==> config.mk <==
export PLATFORM = sky130hd
export DESIGN_NAME = riscv_32_fetch_stage
export DESIGN_NICKNAME = d
export VERILOG_FILES = /design/src/rtl/riscv_pkg.sv /design/src/rtl/riscv_32_fetch_stage.sv
export SDC_FILE = /design/constraint.sdc
export NUM_CORES = 1
export LEC_CHECK = 0
export CAP_MARGIN = 20
export CELL_PAD_IN_SITES_DETAIL_PLACEMENT = 0
export CELL_PAD_IN_SITES_GLOBAL_PLACEMENT = 1
export CORE_ASPECT_RATIO = 1.5
export CORE_MARGIN = 2
export CORE_UTILIZATION = 45
export DETAILED_ROUTE_END_ITERATION = 10
export DONT_BUFFER_PORTS = 1
export PLACE_DENSITY_LB_ADDON = 0.1
export SYNTH_ARGS = -nofsm -noshare
export SYNTH_HDL_FRONTEND = slang
export SYNTH_SLANG_ARGS = --single-unit
==> constraint.sdc <==
create_clock -name clk -period 4.8 [get_ports clk]
set_input_delay 0.48 -clock clk [delete_from_list [all_inputs] [get_ports clk]]
set_output_delay 0.48 -clock clk [all_outputs]
set_load 0.05 [all_outputs]
==> src/rtl/riscv_pkg.sv <==
// Constants shared by the RV32 pipeline stages.
package riscv_pkg;
  localparam int          XLEN      = 32;
  localparam logic [31:0] NOP_INSTR = 32'h0000_0013;
  localparam logic [31:0] PC_STEP   = 32'd4;
endpackage

==> src/rtl/riscv_32_fetch_stage.sv <==
// Fetch stage: owns the PC, drives the synchronous instruction ROM address and
// holds the F/EX register feeding the decoder. Redirects squash with a NOP bubble.
module riscv_32_fetch_stage
  import riscv_pkg::*;
#(
  parameter logic [31:0] RESET_PC = 32'h0000_0000
) (
  input  logic        clk,
  input  logic        rst,
  input  logic        stall,
  input  logic        redirect,
  input  logic [31:0] redirect_pc,
  output logic [31:0] imem_addr,
  input  logic [31:0] imem_rdata,
  output logic [31:0] instr_ex,
  output logic [31:0] pc_ex,
  output logic [31:0] pc_plus4_ex,
  output logic        valid_ex
);

  logic [31:0] pc_f_q, pc_f_d;
  logic        f_valid_q;
  logic [31:0] instr_ex_q, instr_ex_d;
  logic [31:0] pc_ex_q, pc_ex_d;
  logic        valid_ex_q, valid_ex_d;
  logic [31:0] redirect_tgt;

  // Low address bits of a target are dropped; misalignment is not reported.
  assign redirect_tgt = redirect_pc & ~32'h0000_0003;

  always_comb begin
    pc_f_d = pc_f_q + PC_STEP;
    if (redirect) begin
      pc_f_d = redirect_tgt;
    end else if (!f_valid_q || stall) begin
      pc_f_d = pc_f_q;
    end
  end

  always_comb begin
    instr_ex_d = instr_ex_q;
    pc_ex_d    = pc_ex_q;
    valid_ex_d = valid_ex_q;
    if (redirect) begin
      instr_ex_d = NOP_INSTR;
      valid_ex_d = 1'b0;
    end else if (!stall) begin
      instr_ex_d = f_valid_q ? imem_rdata : NOP_INSTR;
      valid_ex_d = f_valid_q;
      pc_ex_d    = pc_f_q;
    end
  end

  // pc_f always tracks the address presented last cycle, so imem_rdata matches it.
  always_ff @(posedge clk or posedge rst) begin
    if (rst) begin
      pc_f_q     <= RESET_PC;
      f_valid_q  <= 1'b0;
      instr_ex_q <= NOP_INSTR;
      pc_ex_q    <= RESET_PC;
      valid_ex_q <= 1'b0;
    end else begin
      pc_f_q     <= pc_f_d;
      f_valid_q  <= 1'b1;
      instr_ex_q <= instr_ex_d;
      pc_ex_q    <= pc_ex_d;
      valid_ex_q <= valid_ex_d;
    end
  end

  assign imem_addr   = rst ? RESET_PC : pc_f_d;
  assign instr_ex    = instr_ex_q;
  assign pc_ex       = pc_ex_q;
  assign valid_ex    = valid_ex_q;
  assign pc_plus4_ex = pc_ex_q + PC_STEP;

endmodule

==> results_dict.tcl, run 1 <==
set metrics [dict create \
    start_kind "flop" \
    cts.htree.levels 3 \
    r2r_cells 5 \
    worstSkewPairLatency_ps 350 \
    final_common_cell "dfrtp_1" \
    die_y_um 135 \
    clk_pin_slew_ps 60 \
    synth_flop_cell "dfrtp_1" \
    cts_buffer_depth 2 \
    grt_pass1_wl_um 20600 \
    syn_inst 484 \
    finish.utilization 0.526 \
    design_area_um2 5820 \
    wl_per_cell_um 20.2 \
    synth_area_per_cell_um2 10.6 \
    status "finished, final reports clean" \
    grtUsageTotal 0.213 \
    nets 561 \
    grt_overflow 0 \
    finalCriticalPeriod_ps 3660 \
    core_um2 11100 \
    synth-edff-count 0 \
    regArea_um2 2460 \
    dp_hpwl_um 9480 \
    arrival_ps 3180 \
    tns_ps 0 \
    viasPerCell 6.14 \
    report.final.hold_viol_count 0 \
    slew_viol_final 0 \
    ir_drop_uv 195 \
    antenna_found_initial 0 \
    rr_startpoint "pc_f_q[3]$_DFF_PP0_" \
    cts_sinks 98 \
    drtIter0Drc 161 \
    ctsHoldBuffers 0 \
    grt_max_degree 62 \
    final_cell_mix "dfrtp_1 (95), nand2_1 (35), mux2_2 (30), a22o_1 (29), nor2_1 (29)" \
    synthArstFlopShare 1.00 \
    p_leak_uw 0.00229 \
    ys_types 54 \
    firstDrtPassIters 4 \
    ys_seq_area_frac 0.478 \
    min_path_type "in -> async" \
    setup_viol 0 \
    drc 0 \
    fin_skew_ps 8.40 \
    vias 3951 \
    chipWidth_um 91.2 \
    dieArea_um2 12300 \
    place_area_um2 5460 \
    path_cells "ha_1 -> and4b_1 -> nand3_2 -> or4_1 -> a311oi_2" \
    num_rows 47 \
    diodes 0 \
    multiInputGateArea_um2 2600 \
    timing.fmax_mhz 273 \
    max_slew.worst_pin.slew_ps 1150 \
    syn-cell-area_um2 5140 \
    drive_gt1_frac 0.236 \
    cts-resized-gates 0 \
    r2r_setup_slack_ps 2560 \
    reg2reg_to "pc_f_q[24]$_DFF_PP0_" \
    port_buffers 0 \
    place_congestion 0.820 \
    endpoint_kind "primary output" \
    preCtsSetupSlack_ps 1480 \
    power.density_nw_per_um2 456 \
    totalWireLength_um 13000 \
    cp.required_ps 4320 \
    grt_pass1_vias 3936 \
    area_delta_synth_final_pct 13.3 \
    maxCapViolations 0 \
    power_uw 2650 \
    cts_root_buf "clkbuf_16" \
    ys_warn_count 0 \
    period_share 0.763 \
    start_util 0.465 \
    cts_tree "built" \
    ant_nets 0 \
    path_class "reg -> out" \
    fillCellCount 1057 \
    slew_headroom 0.229 \
    cts_setup_buffers 0 \
    cp_max_fo 13 \
    cpPeakStageDelay_ps 870 \
    rsz0062_at_grt "false" \
    setup_ws_ps 1140 \
    ys_ff_latch 98 \
    ios 197 \
    cpMaxStageDelayCell "a311oi_2" \
    cts-buffers-inserted 9 \
    synth_nets 554 \
]
-- Yosys cell counts (all sizes together), types with 9 or more instances --
cell type	count	area, µm²
mux2	30	338
nand4	23	159
nand2	35	131
o21ai	9	45.0
a22o	29	254
dfrtp	95	2380
xnor2	26	228
clkbuf	23	136
nand3	22	120
nor2	30	113
xor2	12	105
a311oi	13	114
and2	11	70.1
or4	9	75.1
a31oi	17	106
-- worst max-delay path, delay by kind of cell (launching register included) --
family                   cells  cell delay (ps)
flip-flops                   1              520
adder cells (fa/ha/maj)      1              220
AND/OR/NAND/NOR              3             1220
AO/OA/AOI/OAI                1              870
-- stage by stage --
step	hold slack [ps]	instances
final	53.0	643
after global routing	69.1	643
after CTS	46.6	642
after detailed placement	424	626
after global placement	411	625
after floorplan	471	484
-- how the worst max path moves through the flow --
| stage | from | end | cells after the start |
|---|---|---|---|
| global route | pc_f_q[3]$_DFF_PP0_ | imem_addr[24] | 5 |
| detailed placement | pc_f_q[3]$_DFF_PP0_ | imem_addr[24] | 5 |
| CTS | pc_f_q[3]$_DFF_PP0_ | imem_addr[24] | 5 |
| floorplan | rst | imem_addr[0] | 3 |
| global placement | pc_f_q[3]$_DFF_PP0_ | imem_addr[24] | 5 |
| finish | pc_f_q[3]$_DFF_PP0_ | imem_addr[24] | 5 |
-- where the power goes --
part           internal, µW  switching, µW
clock network           511            309
logic                   173            415
registers               904            341
-- sequential cells by signal, summed over array words and instances, names as in the netlist --
name	flops
pc_f_q	32
instr_ex	32
pc_ex	32
f_valid_q	1
valid_ex	1
-- routing by layer --
metal	vias to the layer above	routed length, µm	track usage
met5	-	0	0
met4	0	237	0.0673
met3	18	938	0.0675
met2	158	6500	0.361
met1	1934	5340	0.260
li1	1841	-	-
-- final cells by class --
cell class | instances | share of cell area
Multi-Input combinational cell | 348 | 0.447
Sequential cell | 98 | 0.422
Clock buffer | 10 | 0.0393
Timing Repair Buffer | 27 | 0.0361
Tap cell | 147 | 0.0316
Clock inverter | 6 | 0.0194
Inverter | 7 | 0.00495
-- cells by family (layout without fill, tap and decap cells) --
| logic type | count (synthesis) | count (layout) | share of synthesized area |
|---|---|---|---|
| simple gates | 175 | 175 | 0.193 |
| compound gates | 101 | 101 | 0.148 |
| flops | 98 | 98 | 0.478 |
| xor+xnor | 38 | 38 | 0.0648 |
| buf+inv | 38 | 50 | 0.0426 |
| mux | 31 | 31 | 0.0677 |
| fa+ha+maj | 2 | 2 | 0.00487 |
| other cells | 1 | 1 | 0.000730 |
Note: power is estimated with default switching activity, not from simulation.
==> run 2: changes to the inputs <==
CORE_UTILIZATION = 43   (was 45)
clock period = 3 ns   (was 4.8 ns; I/O delays follow)
==> results_dict.tcl, run 2 (synthesis gave the netlist of run 1 again) <==
set metrics [dict create \
    status "finished, final reports clean" \
    grt_max_degree 57 \
    r2r_setup_slack_ps 1020 \
    core_um2 11600 \
    grt_pass1_wl_um 21200 \
    cts_root_buf "clkbuf_16" \
    cts_tree "built" \
    setup_ws_ps 84.6 \
    rsz0062_at_grt "false" \
    place_area_um2 5920 \
    power.density_nw_per_um2 676 \
    cts.htree.levels 3 \
    clk_pin_slew_ps 70 \
    r2r_cells 5 \
    final_common_cell "dfrtp_1" \
    chipWidth_um 93.2 \
    viasPerCell 5.95 \
    period_share 0.972 \
    grtUsageTotal 0.213 \
    wl_per_cell_um 19.3 \
    start_util 0.443 \
    totalWireLength_um 13700 \
    min_from "redirect" \
    grt_overflow 0 \
    area_delta_synth_final_pct 22.0 \
    reg2reg_to "pc_f_q[25]$_DFF_PP0_" \
    drive_gt1_frac 0.324 \
    holdPathEnd "pc_f_q[1]$_DFF_PP0_" \
    timing.fmax_mhz 343 \
    num_rows 48 \
    fillCellCount 1031 \
    nets 623 \
    maxCapViolations 0 \
    rr_startpoint "pc_f_q[5]$_DFF_PP0_" \
    vias 4215 \
    firstDrtPassIters 4 \
    cp_max_fo 14 \
    fin_skew_ps 5.34 \
    min_path_type "in -> reg" \
    finalCriticalPeriod_ps 2920 \
    hold_depth 1 \
    dieArea_um2 12900 \
    ir_drop_uv 327 \
    placed_cells_incl_taps 687 \
    ios 197 \
    top_usage_layer "met2" \
    met3_usage 0.0533 \
    cts_sinks 98 \
    gr-usage-met2 0.372 \
    ant_nets 0 \
    dp_hpwl_um 10200 \
    cts_buffer_depth 2 \
    preCtsSetupSlack_ps 367 \
    max_slew.worst_pin.slew_ps 1010 \
    multiInputGateArea_um2 2610 \
    drtIter0Drc 181 \
    p_leak_uw 0.00256 \
    die_y_um 138 \
    final_cells 708 \
    slew_headroom 0.325 \
    place_congestion 0.793 \
    tns_ps 0 \
    design_area_um2 6270 \
    endpoint_kind "primary output" \
    antenna_found_initial 0 \
    final_cell_mix "dfrtp_1 (95), buf_4 (86), nand2_1 (35), mux2_2 (30)" \
    port_buffers 0 \
    slew_viol_final 0 \
    path_class "reg -> out" \
    start_kind "flop" \
    report.final.hold_viol_count 0 \
    cp.required_ps 2700 \
    regArea_um2 2460 \
    power_uw 4240 \
    grt_util_met1 0.253 \
    setup_viol 0 \
    grt_pass1_vias 4181 \
    diodes 0 \
    worstSkewPairLatency_ps 340 \
    arrival_ps 2620 \
    drc 0 \
    cts-buffers-inserted 9 \
]
run 2: timing repair:
action	CTS	global route
cloned	0	0
setup endpoints to repair	2	3
gates resized for setup	2	1
endpoints found under the hold margin	14	0
setup buffers	0	3
pin swaps	0	1
hold buffers	1	0
run 2: worst max-delay path: stages, from the launching register on:
cell and delay (ps):
dfrtp_1 460, and4_2 380, nand4_4 250, or4b_2 700, a31oi_1 250, buf_4 240
run 2: area by class of cell:
class	instances	area share
Multi-Input combinational cell	348	0.416
Timing Repair Buffer	89	0.110
Sequential cell	98	0.392
Inverter	7	0.00479
Tap cell	150	0.0300
Clock inverter	6	0.00859
Clock buffer	10	0.0381
run 2: worst max path at each step:
| stage | from | end | cells after the start |
|---|---|---|---|
| 2_1_floorplan | pc_f_q[16]$_DFF_PP0_ | imem_addr[23] | 5 |
| 3_3_place_gp | pc_f_q[5]$_DFF_PP0_ | imem_addr[19] | 5 |
| 3_5_place_dp | pc_f_q[2]$_DFF_PP0_ | imem_addr[24] | 6 |
| 4_1_cts | pc_f_q[5]$_DFF_PP0_ | imem_addr[19] | 5 |
| 5_1_grt | pc_f_q[5]$_DFF_PP0_ | imem_addr[19] | 5 |
| 6_report | pc_f_q[5]$_DFF_PP0_ | imem_addr[19] | 5 |
run 2: report_power, final:
group | leakage (µW) | switching [µW] | internal (µW)
Combinational | 0.00123 | 949 | 419
Clock | 0.000142 | 524 | 603
Sequential | 0.00119 | 292 | 1450
Total | 0.00256 | 1770 | 2470
run 2: per-layer routing:
metal  up-vias  wire length, µm
li1       1965                -
met1      2088             5350
met2       147             7190
met3        15              869
met4         0              251
met5         -                0
run 2: per-stage QoR:
step | hold WS, ps | util
2_1_floorplan | 440 | -
3_3_place_gp | 183 | 0.510
3_5_place_dp | 191 | 0.510
4_1_cts | 23.6 | 0.537
5_1_grt | 31.7 | 0.541
6_report | 45.8 | 0.541
==> run 3: changes to the inputs <==
ABC_CLOCK_PERIOD_IN_PS = 3000   (was default)
CELL_PAD_IN_SITES_DETAIL_PLACEMENT = default   (was 0)
CELL_PAD_IN_SITES_GLOBAL_PLACEMENT = default   (was 1)
CORE_UTILIZATION = 45   (was 43)
PLACE_DENSITY_LB_ADDON = default   (was 0.1)
==> results_dict.tcl, run 3 (synthesis gave the netlist of run 1 again) <==
set metrics [dict create \
    cts_buffer_depth 2 \
    period_share 0.975 \
    diodes 0 \
    cp_max_fo 18 \
    finalCriticalPeriod_ps 2930 \
    fillCellCount 1019 \
    setup_viol 0 \
    cts.htree.levels 3 \
    dieArea_um2 12300 \
    final_common_cell "dfrtp_1" \
    final_cell_mix "dfrtp_1 (95), buf_4 (83), nand2_1 (35), mux2_2 (30)" \
    worst-path-buf-inv 1 \
    totalWireLength_um 13500 \
    clk_pin_slew_ps 70 \
    dp_hpwl_um 9950 \
    power.density_nw_per_um2 694 \
    clockPowerShare 0.281 \
    p_leak_uw 0.00255 \
    fin_skew_ps 10.9 \
    min_path_type "in -> reg" \
    place_area_um2 5910 \
    switching_share 0.399 \
    power.internal_uw 2600 \
    cpPeakStageDelay_ps 710 \
    p_comb_frac 0.316 \
    core_um2 11100 \
    report.final.hold_viol_count 0 \
    num_rows 47 \
    area_delta_synth_final_pct 21.6 \
    cp.required_ps 2700 \
    port_buffers 0 \
    power_uw 4330 \
    multiInputGateArea_um2 2610 \
    drc 0 \
    slew_viol_final 0 \
    path_cells "and4_2 -> nand4_4 -> or4b_2 -> a31oi_1 -> buf_4" \
    antenna_found_initial 0 \
    placed_cells_incl_taps 684 \
    chipWidth_um 91.2 \
    timing.fmax_mhz 342 \
    arrival_ps 2630 \
    path_delay_family "simple AND/OR/NAND/NOR gates" \
    max_slew.worst_pin.slew_ps 1080 \
    ant_nets 0 \
    maxCapViolations 0 \
    grtUsageTotal 0.220 \
    drive_gt1_frac 0.314 \
    drtIter0Drc 210 \
    status "finished, final reports clean" \
    power.switching_uw 1730 \
    grt_max_degree 50 \
    wl_per_cell_um 19.3 \
    min_from "redirect" \
    startpoint "pc_f_q[6]$_DFF_PP0_" \
    grt_pass1_wl_um 21600 \
    place_congestion 0.791 \
    grt_overflow 0 \
    viasPerCell 6.00 \
    cts-buffers-inserted 9 \
    ios 197 \
    ir_drop_uv 385 \
    path_class "reg -> out" \
    regArea_um2 2460 \
    nets 619 \
    die_y_um 135 \
    start_kind "flop" \
    cts_tree "built" \
    rr_startpoint "pc_f_q[6]$_DFF_PP0_" \
    cts_sinks 98 \
    cts_root_buf "clkbuf_16" \
    tns_ps 0 \
    start_util 0.465 \
    grt_pass1_vias 4357 \
    final_cells 701 \
    rsz0062_at_grt "false" \
    design_area_um2 6240 \
    power_frac_seq 0.403 \
    endpoint_kind "primary output" \
    vias 4203 \
    firstDrtPassIters 4 \
    worstSkewPairLatency_ps 340 \
    slew_headroom 0.280 \
    cpMaxStageDelayCell "or4b_2" \
]
==> run 3: cell types whose count changed in the layout (fill, tap and decap cells not counted) <==
cell and delta:
buf_4 -3, buf_8 -1, bufinv_16 +2, clkbuf_1 +3, clkbuf_8 -1, clkinv_4 +1
inv_6 -4, inv_8 -1
==> run 3: final cells by class <==
class,count,share of cell area
tap,147,0.0295
clock buffer,12,0.0379
sequential,98,0.393
inverter,7,0.00481
multi-input combinational,348,0.418
timing repair buffer,85,0.105
clock inverter,4,0.0122
==> run 3: power by group through the flow <==
stage / registers (µW) / clock network [µW] / logic (µW)
finish: 1740 / 1220 / 1370
floorplan: 1950 / 0 / 813
global route: 1760 / 1290 / 1450
CTS: 1740 / 1240 / 1380
global placement: 1760 / 0 / 1360
detailed placement: 1770 / 0 / 1380
==> run 3: path summary, 6_finish.rpt <==
| kind | end | slack (ps) | depth (start not counted) |
|---|---|---|---|
| max reg2reg | pc_f_q[23]$_DFF_PP0_ | 930 | 4 |
| max | imem_addr[19] | 70 | 5 |
| min reg2reg | pc_ex[0]$_DFFE_PP0P_ | 510 | 1 |
| min | pc_f_q[0]$_DFF_PP0_ | 30 | 1 |
| max in group asynchronous | pc_f_q[17]$_DFF_PP0_ | 1590 | 3 |
| min in group asynchronous | instr_ex[23]$_DFFE_PP0P_ | 450 | 2 |
==> run 3: timing repair <==
action                                  CTS  global route
hold buffers                              1             0
resized for setup                         1             2
endpoints found under the hold margin    15             0
pin swaps                                 0             0
endpoints found under the setup margin    1             3
buffers inserted                          0             0
==> run 3: per-stage QoR <==
| stage | setup WS (ps) | utilization | hold WS, ps |
|---|---|---|---|
| after floorplan | 9.14 | - | 440 |
| after global placement | 421 | 0.535 | 182 |
| after detailed placement | 343 | 0.535 | 183 |
| after CTS | 7.98 | 0.565 | 21.8 |
| after global routing | 5.06 | 0.565 | 25.3 |
| final | 73.6 | 0.565 | 34.9 |
==> run 3: layer usage <==
metal / global-route usage / wire (µm) / vias to the layer above
met4: 0.0867 / 238 / 0
li1: - / - / 1949
met3: 0.0597 / 952 / 19
met2: 0.392 / 7160 / 175
met1: 0.251 / 5170 / 2060
met5: 0 / 0 / -
